<file path="src/rtl/booth4_mul_unit.sv">
// Radix-4 Booth sequential multiplier with ready/start/valid handshake and the
// four RV32M multiply modes. One Booth digit is retired per CALC cycle.
module booth4_mul_unit #(
    parameter int unsigned N = 32
) (
    input  logic           clk,
    input  logic           rst,
    input  logic           start,
    input  logic [1:0]     mode,
    input  logic [N-1:0]   op_a,
    input  logic [N-1:0]   op_b,
    output logic           ready,
    output logic           valid,
    output logic [N-1:0]   result,
    output logic [2*N-1:0] product
);

    // Two extra operand bits let unsigned and most-negative operands use the
    // same signed Booth recoding with no special cases.
    localparam int unsigned K  = (N + 2) / 2;
    localparam int unsigned CW = $clog2(K + 1);
    localparam int unsigned AW = N + 4;
    localparam int unsigned QW = N + 2;

    if ((N % 2) != 0 || N < 4) begin : g_bad_n
        $error("booth4_mul_unit: N must be even and >= 4");
    end

    typedef enum logic [1:0] {StIdle, StCalc, StDone} state_e;

    state_e           state_q, state_d;
    logic [CW-1:0]    cnt_q, cnt_d;
    logic [AW-1:0]    acc_q, acc_d;
    logic [AW-1:0]    m_q, m_d;
    logic [QW-1:0]    q_q, q_d;
    logic             qm1_q, qm1_d;
    logic [1:0]       mode_q, mode_d;
    logic [N-1:0]     result_q, result_d;
    logic [2*N-1:0]   product_q, product_d;

    logic [AW-1:0]    addend;
    logic [AW-1:0]    sum;
    logic             a_signed;
    logic             b_signed;

    // Next-state logic: accept, Booth step with 2-bit arithmetic shift, result capture.
    always_comb begin
        state_d   = state_q;
        cnt_d     = cnt_q;
        acc_d     = acc_q;
        m_d       = m_q;
        q_d       = q_q;
        qm1_d     = qm1_q;
        mode_d    = mode_q;
        result_d  = result_q;
        product_d = product_q;

        a_signed = (mode != 2'b11);
        b_signed = ~mode[1];

        case ({q_q[1:0], qm1_q})
            3'b001, 3'b010: addend = m_q;
            3'b011:         addend = m_q << 1;
            3'b100:         addend = -(m_q << 1);
            3'b101, 3'b110: addend = -m_q;
            default:        addend = '0;
        endcase
        sum = acc_q + addend;

        case (state_q)
            StIdle: begin
                if (start) begin
                    m_d     = {{4{a_signed & op_a[N-1]}}, op_a};
                    q_d     = {{2{b_signed & op_b[N-1]}}, op_b};
                    acc_d   = '0;
                    qm1_d   = 1'b0;
                    cnt_d   = '0;
                    mode_d  = mode;
                    state_d = StCalc;
                end
            end
            StCalc: begin
                acc_d = {{2{sum[AW-1]}}, sum[AW-1:2]};
                q_d   = {sum[1:0], q_q[QW-1:2]};
                qm1_d = q_q[1];
                cnt_d = cnt_q + 1'b1;
                if (cnt_d == CW'(K)) begin
                    state_d   = StDone;
                    // Low 2N bits of the final {acc, Q}.
                    product_d = {acc_d[N-3:0], q_d};
                    result_d  = (mode_q == 2'b00) ? product_d[N-1:0] : product_d[2*N-1:N];
                end
            end
            StDone: begin
                state_d = StIdle;
            end
            default: begin
                state_d = StIdle;
            end
        endcase
    end

    // State registers with synchronous active-low reset; reset aborts any operation.
    always_ff @(posedge clk) begin
        if (!rst) begin
            state_q   <= StIdle;
            cnt_q     <= '0;
            acc_q     <= '0;
            m_q       <= '0;
            q_q       <= '0;
            qm1_q     <= 1'b0;
            mode_q    <= 2'b00;
            result_q  <= '0;
            product_q <= '0;
        end else begin
            state_q   <= state_d;
            cnt_q     <= cnt_d;
            acc_q     <= acc_d;
            m_q       <= m_d;
            q_q       <= q_d;
            qm1_q     <= qm1_d;
            mode_q    <= mode_d;
            result_q  <= result_d;
            product_q <= product_d;
        end
    end

    // Handshake and data outputs decoded from registered state.
    always_comb begin
        ready   = (state_q == StIdle);
        valid   = (state_q == StDone);
        result  = result_q;
        product = product_q;
    end

endmodule
</file>
<file path="config.mk">
export PLATFORM = sky130hd
export DESIGN_NAME = booth4_mul_unit
export DESIGN_NICKNAME = d
export VERILOG_FILES = /design/src/rtl/booth4_mul_unit.sv
export SDC_FILE = /design/constraint.sdc
export NUM_CORES = 1
export LEC_CHECK = 0
export ABC_AREA = 1
export CAP_MARGIN = 20
export CORE_MARGIN = 3
export CORE_UTILIZATION = 55
export CTS_CLUSTER_SIZE = 24
export DETAILED_ROUTE_END_ITERATION = 7
export GPL_TIMING_DRIVEN = 0
export PLACE_DENSITY = 0.82
export SLEW_MARGIN = 20
export SYNTH_ARGS = -nofsm -noshare
export SYNTH_HDL_FRONTEND = slang
export SYNTH_SLANG_ARGS = --single-unit
</file>
<file path="constraint.sdc">
create_clock -name clk -period 3.7 [get_ports clk]
set_input_delay 0.925 -clock clk [delete_from_list [all_inputs] [get_ports clk]]
set_output_delay 0.925 -clock clk [all_outputs]
set_load 0.005 [all_outputs]
</file>
* Word-level counts from Yosys, hierarchy flattened
Index checks and enable logic that the tools add are counted.
** Cells by class
- Add/subtract/negate cells :: 4
- Eq/ne operators :: 12
- Muxes and demuxes :: 13
- Bitwise gates (word level) :: 3
- Reduce and logical (&&, ||, !) cells :: 9
** Operator list (number)
- $pmux W36 S4 :: 1
- $neg A36 Y36 :: 2
- $pmux W36 S2 :: 1
- $pmux W34 S2 :: 1
- $add A36 B36 Y36 :: 1
- $mux W36 :: 1
- $mux W34 :: 1
- $mux W32 :: 1
- $pmux W5 S2 :: 1
- $eq A3 B3 Y1 const B :: 3
- $reduce_and A2 Y1 :: 4
- $eq A3 B2 Y1 const B :: 2
- $ne A2 B2 Y1 const B :: 3
- $add A5 B1 Y5 const B :: 1
- $eq A5 B5 Y1 const B :: 1
- $mux W5 :: 1
- $logic_not A2 Y1 :: 2
- $mux W2 :: 2
- $pmux W2 S2 :: 1
- $reduce_or A2 Y1 :: 2
- $eq A3 B1 Y1 const B :: 1
- $and A1 B1 Y1 :: 2
- $eq A2 B1 Y1 const B :: 1
- $eq A2 B2 Y1 const B :: 1
- 4 further kinds :: 4
** Storage, ports and cells
- Register bits :: 209
- Input bits :: 69
- Output and inout port bits :: 98
- Logic and storage cells :: 50

* Logic depth before layout (Yosys ltp)
Gate-level depths: netlist of the first run.
- Word-level depth :: 5
- Mapped depth :: 29

* Least setup slack after synthesis of the first run
OpenSTA, ideal clock, no wires.
- Path kind :: reg-to-reg
- Start :: register m_q[0]
- End :: register result_q[30] (netlist: result[30])
- Setup time :: 0.132 ns
- Data arrival time :: 2.920 ns
- Required time :: 3.568 ns
- Path slack :: 0.647 ns
- Stages on the path, launching flop included :: 26
- Path buffers :: 0
- Period minus slack after synthesis :: 3.053 ns
- Cell sequence :: dfxtp_1 -> inv_1 -> ha_1 -> nand2_1 -> nor2_2 -> nand2_2 -> nor2_2 -> nand2_1 -> nor2_1 -> nand2_1 -> inv_2 -> nand2_2 -> clkinv_2 -> nand3_1 -> nand3_1 -> nand4_1 -> ha_1 -> nand2_1 -> nor2_1 -> nand2_1 -> and3b_1 -> nand2_1 -> nand3_1 -> nand2_1 -> o21bai_1 -> a21oi_1
** On the way
- Word-level cells in the longest chain between the ends :: 4
** RTL lines
- start: declaration :: line 34 : logic [AW-1:0] m_q, m_d;
- start signal: assignment :: line 119 : m_q <= m_d;
- $neg A36 Y36, on equally long branches :: line 65, 64
- $pmux W36 S4 * :: line 61 : case ({q_q[1:0], qm1_q})
- $add A36 B36 Y36 * :: line 68 : sum = acc_q + addend;
- $mux W32 * :: line 91 : result_d = (mode_q == 2'b00) ? product_d[N-1:0] : product_d[2*N-1:N];
- end signal: assignment :: line 123 : result_q <= result_d;
- end: declaration :: line 38 : logic [N-1:0] result_q, result_d;
Every way passes the cells marked *; elsewhere a longest branch is shown, timed or not.
A chain may end at the register's enable or synchronous reset.

* Worst setup path after layout of the first run
- Start :: register m_q[1]
- End :: register result_q[26] (netlist: result[26])
The elaborated chain is that of the path after synthesis.

==> results of run 1 <==
-- logic make-up (layout without fill, tap and decap cells) --
logic type      Yosys count  after routing  share of synthesized area, %
simple gates            807            807                          29.1
buf+inv                 248            467                          8.27
fa+ha+maj                39             39                          4.24
xor+xnor                 43             43                          3.29
compound gates          424            424                          19.7
flops                   207            207                          35.4
-- worst max-delay path by stage --
| stage | end | slack [ns] |
|---|---|---|
| global placement | result[30] | -0.43 |
| CTS | result[30] | -0.02 |
| global route | result[30] | -0.11 |
| detailed placement | result[30] | -0.42 |
| floorplan | result[30] | 0.65 |
| finish | result[26] | 0.06 |
-- worst register-to-register path: cells and delay by family, from the launching register on --
family | cells | cell delay [ns]
compound gates | 5 | 0.80
xor+xnor | 1 | 0.21
buf+inv | 2 | 0.33
flops | 1 | 0.31
simple gates | 12 | 1.26
fa+ha+maj | 2 | 0.56
-- cell usage in the layout, fill, tap and decap left out, drive strengths merged, types with 31 or more instances in the layout --
| master | count |
|---|---|
| inv | 161 |
| buf | 51 |
| dfxtp | 207 |
| xor2 | 31 |
| a21oi | 177 |
| ha | 38 |
| nor2 | 153 |
| clkbuf | 81 |
| a31oi | 36 |
| nand3 | 142 |
| o21ai | 164 |
| clkdlybuf4s50 | 166 |
| nand2 | 475 |
-- cell type report --
class                   count  area, um^2  share of cell area [%]
multi-input cells        1313        6970                    46.7
flip-flops and latches    207        4150                    27.8
repair buffers            184        1800                    12.0
clock buffers              30         642                    4.30
inverters                 164         623                    4.18
plain buffers              84         362                    2.42
well taps                 270         338                    2.27
clock inverters             5        33.8                   0.227
-- through the flow --
stage          cells  area [um^2]  total power [mW]
4_1_cts         2245        14500              5.89
3_3_place_gp    2204        13700              3.74
5_1_grt         2257        14900              6.25
3_5_place_dp    2204        13700              3.76
6_report        2257        14900              6.04
2_1_floorplan   1768        11700              3.31
-- registers in the layout, indices dropped and copies added, names as in the netlist --
name and cells:
product 64, m_q 33, acc_q 34, mode_q 2
q_q 34, state_q 2, result 32, cnt_q 5
qm1_q 1
-- repair_timing --
item	4_1_cts	5_1_grt
endpoints found under the setup margin	72	65
gates resized for setup	28	97
pin swaps	8	23
buffers inserted	6	12
-- report_power, final --
part / switching (mW) / internal [mW] / leakage [nW]
Sequential: 0.116 / 2.33 / 1.69
Combinational: 0.975 / 0.498 / 4.07
Clock: 0.915 / 1.21 / 0.328
-- routing by layer --
metal,track usage [%],part of all wire [%],wire [um],vias up
li1,-,-,-,6279
met1,51.4,43,18800,6243
met2,54.2,43,19000,759
met3,5.49,10,4480,134
met4,11.9,4.0,1770,0
met5,0,0,0,-
==> out/metrics.cfg, run 1 <==
[status]
run_status=finished clean

[cts]
clockRootBuffer=clkbuf_16
numCtsBuffers=23
clkTransAtPathRegs_ns=0.06
clock-sinks=207
clock_latency_ns=0.51
cts_tree=yes
cts_max_path_buffers=3
h-tree-depth=1
cts-hold-fix-buffers=0

[synth]
synth_area_leaders=dfxtp_1, nand2_1, a21oi_1
synth_nets=1876
syn_area_um2=11700
ys_seq_elements=207
synthArstFlopShare_pct=0
synth_flop_cell=dfxtp_1
synthDistinctLibCells=47
yosysMostFrequentCell=nand2_1
yosysTopAreaCellShare_pct=35.4
synth-edff-count=0
netlist_instances=1768
ys_top_cells_by_count=nand2_1, dfxtp_1, a21oi_1
syn_avg_cell_area_um2=6.61
yosys_warnings=0
synth_top_area_cell=dfxtp_1
yosysSeqAreaShare_pct=35.4

[worst_setup_path]
cp_num_cells=22
critical-path-slowest-cell=ha_1
cp.arrival_ns=3.99
cp_cell_sequence=inv_2, ha_4, nand2_2, nor2_4, nand2_4, inv_1, nand2_1, xor2_1, nor2_1, nor2_1, o21ai_1, ha_1, a21oi_1, o21ai_1, a21oi_2, nor2_1, nor2_1, nand3_1, nand2_1, nand2_1, nand2_1, a21oi_1
cp-startpoint=m_q[1]
worstSetupEndpointType=register
crit_buf_inv=2
r2r-start=m_q[1]
ff2ff_path_depth=22
max_stage_delay_ns=0.39
critPathTopFamily=simple AND/OR/NAND/NOR gates
cp.required_ns=4.05
reg2reg_to=result[26]
worstSetupStartpointType=register
crit_type=reg -> reg
crit_fanout=5
rrSetupSlack_ns=0.06

[grt]
grt_pass1_wl_um=66600
overflow=0
grt_max_degree=13
grt_antenna_before_repair=0
track_usage_pct=35.4
grt_pass1_vias=12299

[cells_and_area]
diodes=0
utilization_pct=72.5
final_net_count=2085
num-fill-cells=1724
final_layout_size_suffix_gt1_share_pct=10.7
area_growth_pct=27.6

[power_and_ir_drop]
ir_drop_mv=0.377
p_leak_nw=6.09
powerDensity_nw_per_um2=405

[sta]
worst_hold_slack_ns=0.468
skew_ns=0.0145
grt_setup_unrepaired=yes
slew_headroom_pct=35.2
timing.fmax_mhz=275
drv_slew=0
finalSetupViolCount=0
period_share_pct=98.4
finalWorstSetupSlack_ns=0.0596
worst_pin_slew_ns=0.968
hold_violations=0
period_needed_ns=3.64
finalSetupTns_ns=0

[job]
maxCapViolations=0

[floorplanning]
rows=52
dieArea_um2=23000
die_w_um=152
core_um2=20600
die_h_um=152
start_util_pct=56.9
io_pins=167

[placed_design]
hpwl_um=34100
place.gp.congestion=0.962
dpl_worst_slack_ns=-0.424
numPortBuffers=166

[min_path]
hold_path.class=reg -> reg
worstHoldEndpoint=result[28]
hold_path_depth=2
min_from=result[28]

[drt]
drt_iter0_drc=1513
vias_per_cell=5.94
vias=13415
first_pass_iters=6
wire_per_inst_um=19.5
remaining_drc_errors=0
ant_nets=0
drt_wl_total_um=44000

(Power assumes the default switching activity.)
==> run 2: changes to the inputs <==
Settings changed: CORE_UTILIZATION 55 to 48, PLACE_DENSITY 0.82 to 0.74.
==> out/metrics.cfg, run 2 (synthesis gave the netlist of run 1 again) <==
[cells_and_area]
area_growth_pct=31.7  ; was 27.6%
final_cell_mix=nand2_1, dfxtp_1, clkdlybuf4s50_1, a21oi_1, inv_1  ; unchanged
final_layout_size_suffix_gt1_share_pct=13.6  ; was 10.7%
largest_reg_flops=64  ; unchanged
diodes=0  ; unchanged
final_net_count=2098  ; was 2,085
finalInstanceArea_um2=15400  ; was 14,900 um^2
mostFrequentLayoutCell=nand2_1  ; unchanged
num-fill-cells=2211  ; was 1,724

[grt]
grt_pass1_vias=12083  ; was 12,299
overflow=0  ; unchanged
grt_max_degree=14  ; was 13
grt_antenna_before_repair=0  ; unchanged
track_usage_pct=32.9  ; was 35.4%
grt_pass1_wl_um=68000  ; was 66,600 um

[sta]
drv_slew=0  ; unchanged
period_share_pct=96.3  ; was 98.4%
hold_violations=0  ; unchanged
grt_setup_unrepaired=yes  ; unchanged
worst_hold_slack_ns=0.469  ; was 0.468 ns
timing.fmax_mhz=281  ; was 275 MHz
finalSetupTns_ns=0  ; unchanged
worst_pin_slew_ns=0.973  ; was 0.968 ns
skew_ns=0.0175  ; was 0.0145 ns
slew_headroom_pct=34.9  ; was 35.2%
period_needed_ns=3.56  ; was 3.64 ns
finalSetupViolCount=0  ; unchanged

[floorplanning]
start_util_pct=49.4  ; was 56.9%
die_w_um=162  ; was 152 um
io_pins=167  ; unchanged
dieArea_um2=26300  ; was 23,000 um^2
core_um2=23700  ; was 20,600 um^2
die_h_um=162  ; was 152 um
rows=56  ; was 52

[cts]
numCtsBuffers=24  ; was 23
clockRootBuffer=clkbuf_16  ; unchanged
cts-hold-fix-buffers=0  ; unchanged
clkTransAtPathRegs_ns=0.06  ; about the same
cts_max_path_buffers=3  ; unchanged
clock-sinks=207  ; unchanged
h-tree-depth=1  ; unchanged
cts_tree=yes  ; unchanged
clock_latency_ns=0.53  ; was 0.51 ns

[power_and_ir_drop]
seqPwrFrac_pct=37.6  ; was 40.5%
combPwrFrac_pct=23.5  ; was 24.4%
switching_share_pct=32.9  ; was 33.2%
p_leak_nw=6.27  ; was 6.09 nW
ir_drop_mv=0.478  ; was 0.377 mV
internal_power_mw=4.36  ; was 4.04 mW
clockPowerShare_pct=38.8  ; was 35.1%
p_sw_mw=2.14  ; was 2.01 mW
powerDensity_nw_per_um2=422  ; was 405 nW/um^2
total_power_mw=6.50  ; was 6.04 mW

[placed_design]
numPortBuffers=166  ; unchanged
hpwl_um=35400  ; was 34,100 um
place.gp.congestion=0.957  ; was 0.962
placed_area_um2=13800  ; was 13,700 um^2

[min_path]
hold_path.class=reg -> reg  ; unchanged

[worst_setup_path]
worstSetupEndpointType=register  ; unchanged
cp.required_ns=4.08  ; was 4.05 ns
worstSetupStartpointType=register  ; unchanged
cp.arrival_ns=3.94  ; was 3.99 ns
crit_type=reg -> reg  ; unchanged
crit_fanout=4  ; was 5

[drt]
drt_wl_total_um=45100  ; was 44,000 um
vias_per_cell=5.70  ; was 5.94
wire_per_inst_um=19.4  ; was 19.5 um
remaining_drc_errors=0  ; unchanged
vias=13253  ; was 13,415
ant_nets=0  ; unchanged
first_pass_iters=7  ; was 6
drt_iter0_drc=1264  ; was 1,513

[status]
run_status=finished clean  ; unchanged

[job]
maxCapViolations=0  ; unchanged

-- run 2: cell types whose count changed in the layout (fill, tap and decap cells not counted), sizes merged --
| cell | change |
|---|---|
| clkinv | +2 |
| buf | +11 |
| clkbuf | +1 |
| clkinvlp | +1 |
| inv | +2 |
| bufinv | +3 |
-- run 2: power groups by stage --
stage	sequential, mW	clock, mW	combinational [mW]
finish	2.45	2.52	1.53
global route	2.46	2.61	1.66
floorplan	2.45	0	0.862
global placement	2.48	0	1.28
CTS	2.44	2.53	1.36
detailed placement	2.48	0	1.30
-- run 2: stage by stage --
step                worst slack, ns  cells  utilization (%)
finish                        0.138   2326             65.0
global route                -0.0821   2326             65.0
CTS                         0.00114   2304             62.4
detailed placement           -0.500   2253             58.1
global placement             -0.485   2253             58.1
floorplan                     0.647   1768                -
-- run 2: final timing paths --
| check | start | endpoint | slack, ns | cells after the start |
|---|---|---|---|---|
| worst max-delay path | m_q[1] | result[27] | 0.14 | 23 |
| worst min-delay path | result[27] | result[27] | 0.47 | 2 |
| worst max register to register | m_q[1] | result[27] | 0.14 | 23 |
| worst min register to register | result[27] | result[27] | 0.47 | 2 |
-- run 2: timing repair --
action / 4_1_cts / 5_1_grt
pin swaps: 6 / 43
resized for setup: 38 / 141
endpoints found under the setup margin: 74 / 64
buffers inserted: 8 / 22
-- run 2: worst max-delay path, cell delays in order, from the launching register on --
cell and delay, ns:
dfxtp_2 0.32, inv_4 0.09, ha_4 0.17, nand2_4 0.06, nor2_4 0.14, nand2_4 0.10, nor2_4 0.13, nand2_2 0.08
nor2_2 0.12, nand2_2 0.11, xor2_2 0.17, a21oi_1 0.12, o21ai_1 0.12, ha_2 0.36, a21oi_2 0.16, inv_1 0.06
a21oi_1 0.21, and2_1 0.20, nor2_1 0.06, nor2_2 0.15, a21o_1 0.15, nand3_1 0.15, nand2_1 0.13, a21oi_1 0.06
-- run 2: area by class of cell --
class,count,area [um^2],area share (%)
Clock inverter,13,159,1.03
Clock buffer,30,674,4.38
Timing Repair Buffer,196,1890,12.3
Sequential cell,207,4150,27.0
Inverter,164,629,4.09
Multi-Input combinational cell,1313,7120,46.3
Buffer,84,372,2.41
Tap cell,319,399,2.59
-- run 2: layer usage --
metal	share of wire (%)	up-vias	GRT usage, %
met2	43	580	50.0
li1	-	6333	-
met3	8.9	95	6.35
met1	44	6245	47.1
met4	3.6	0	10.4
met5	0	-	0
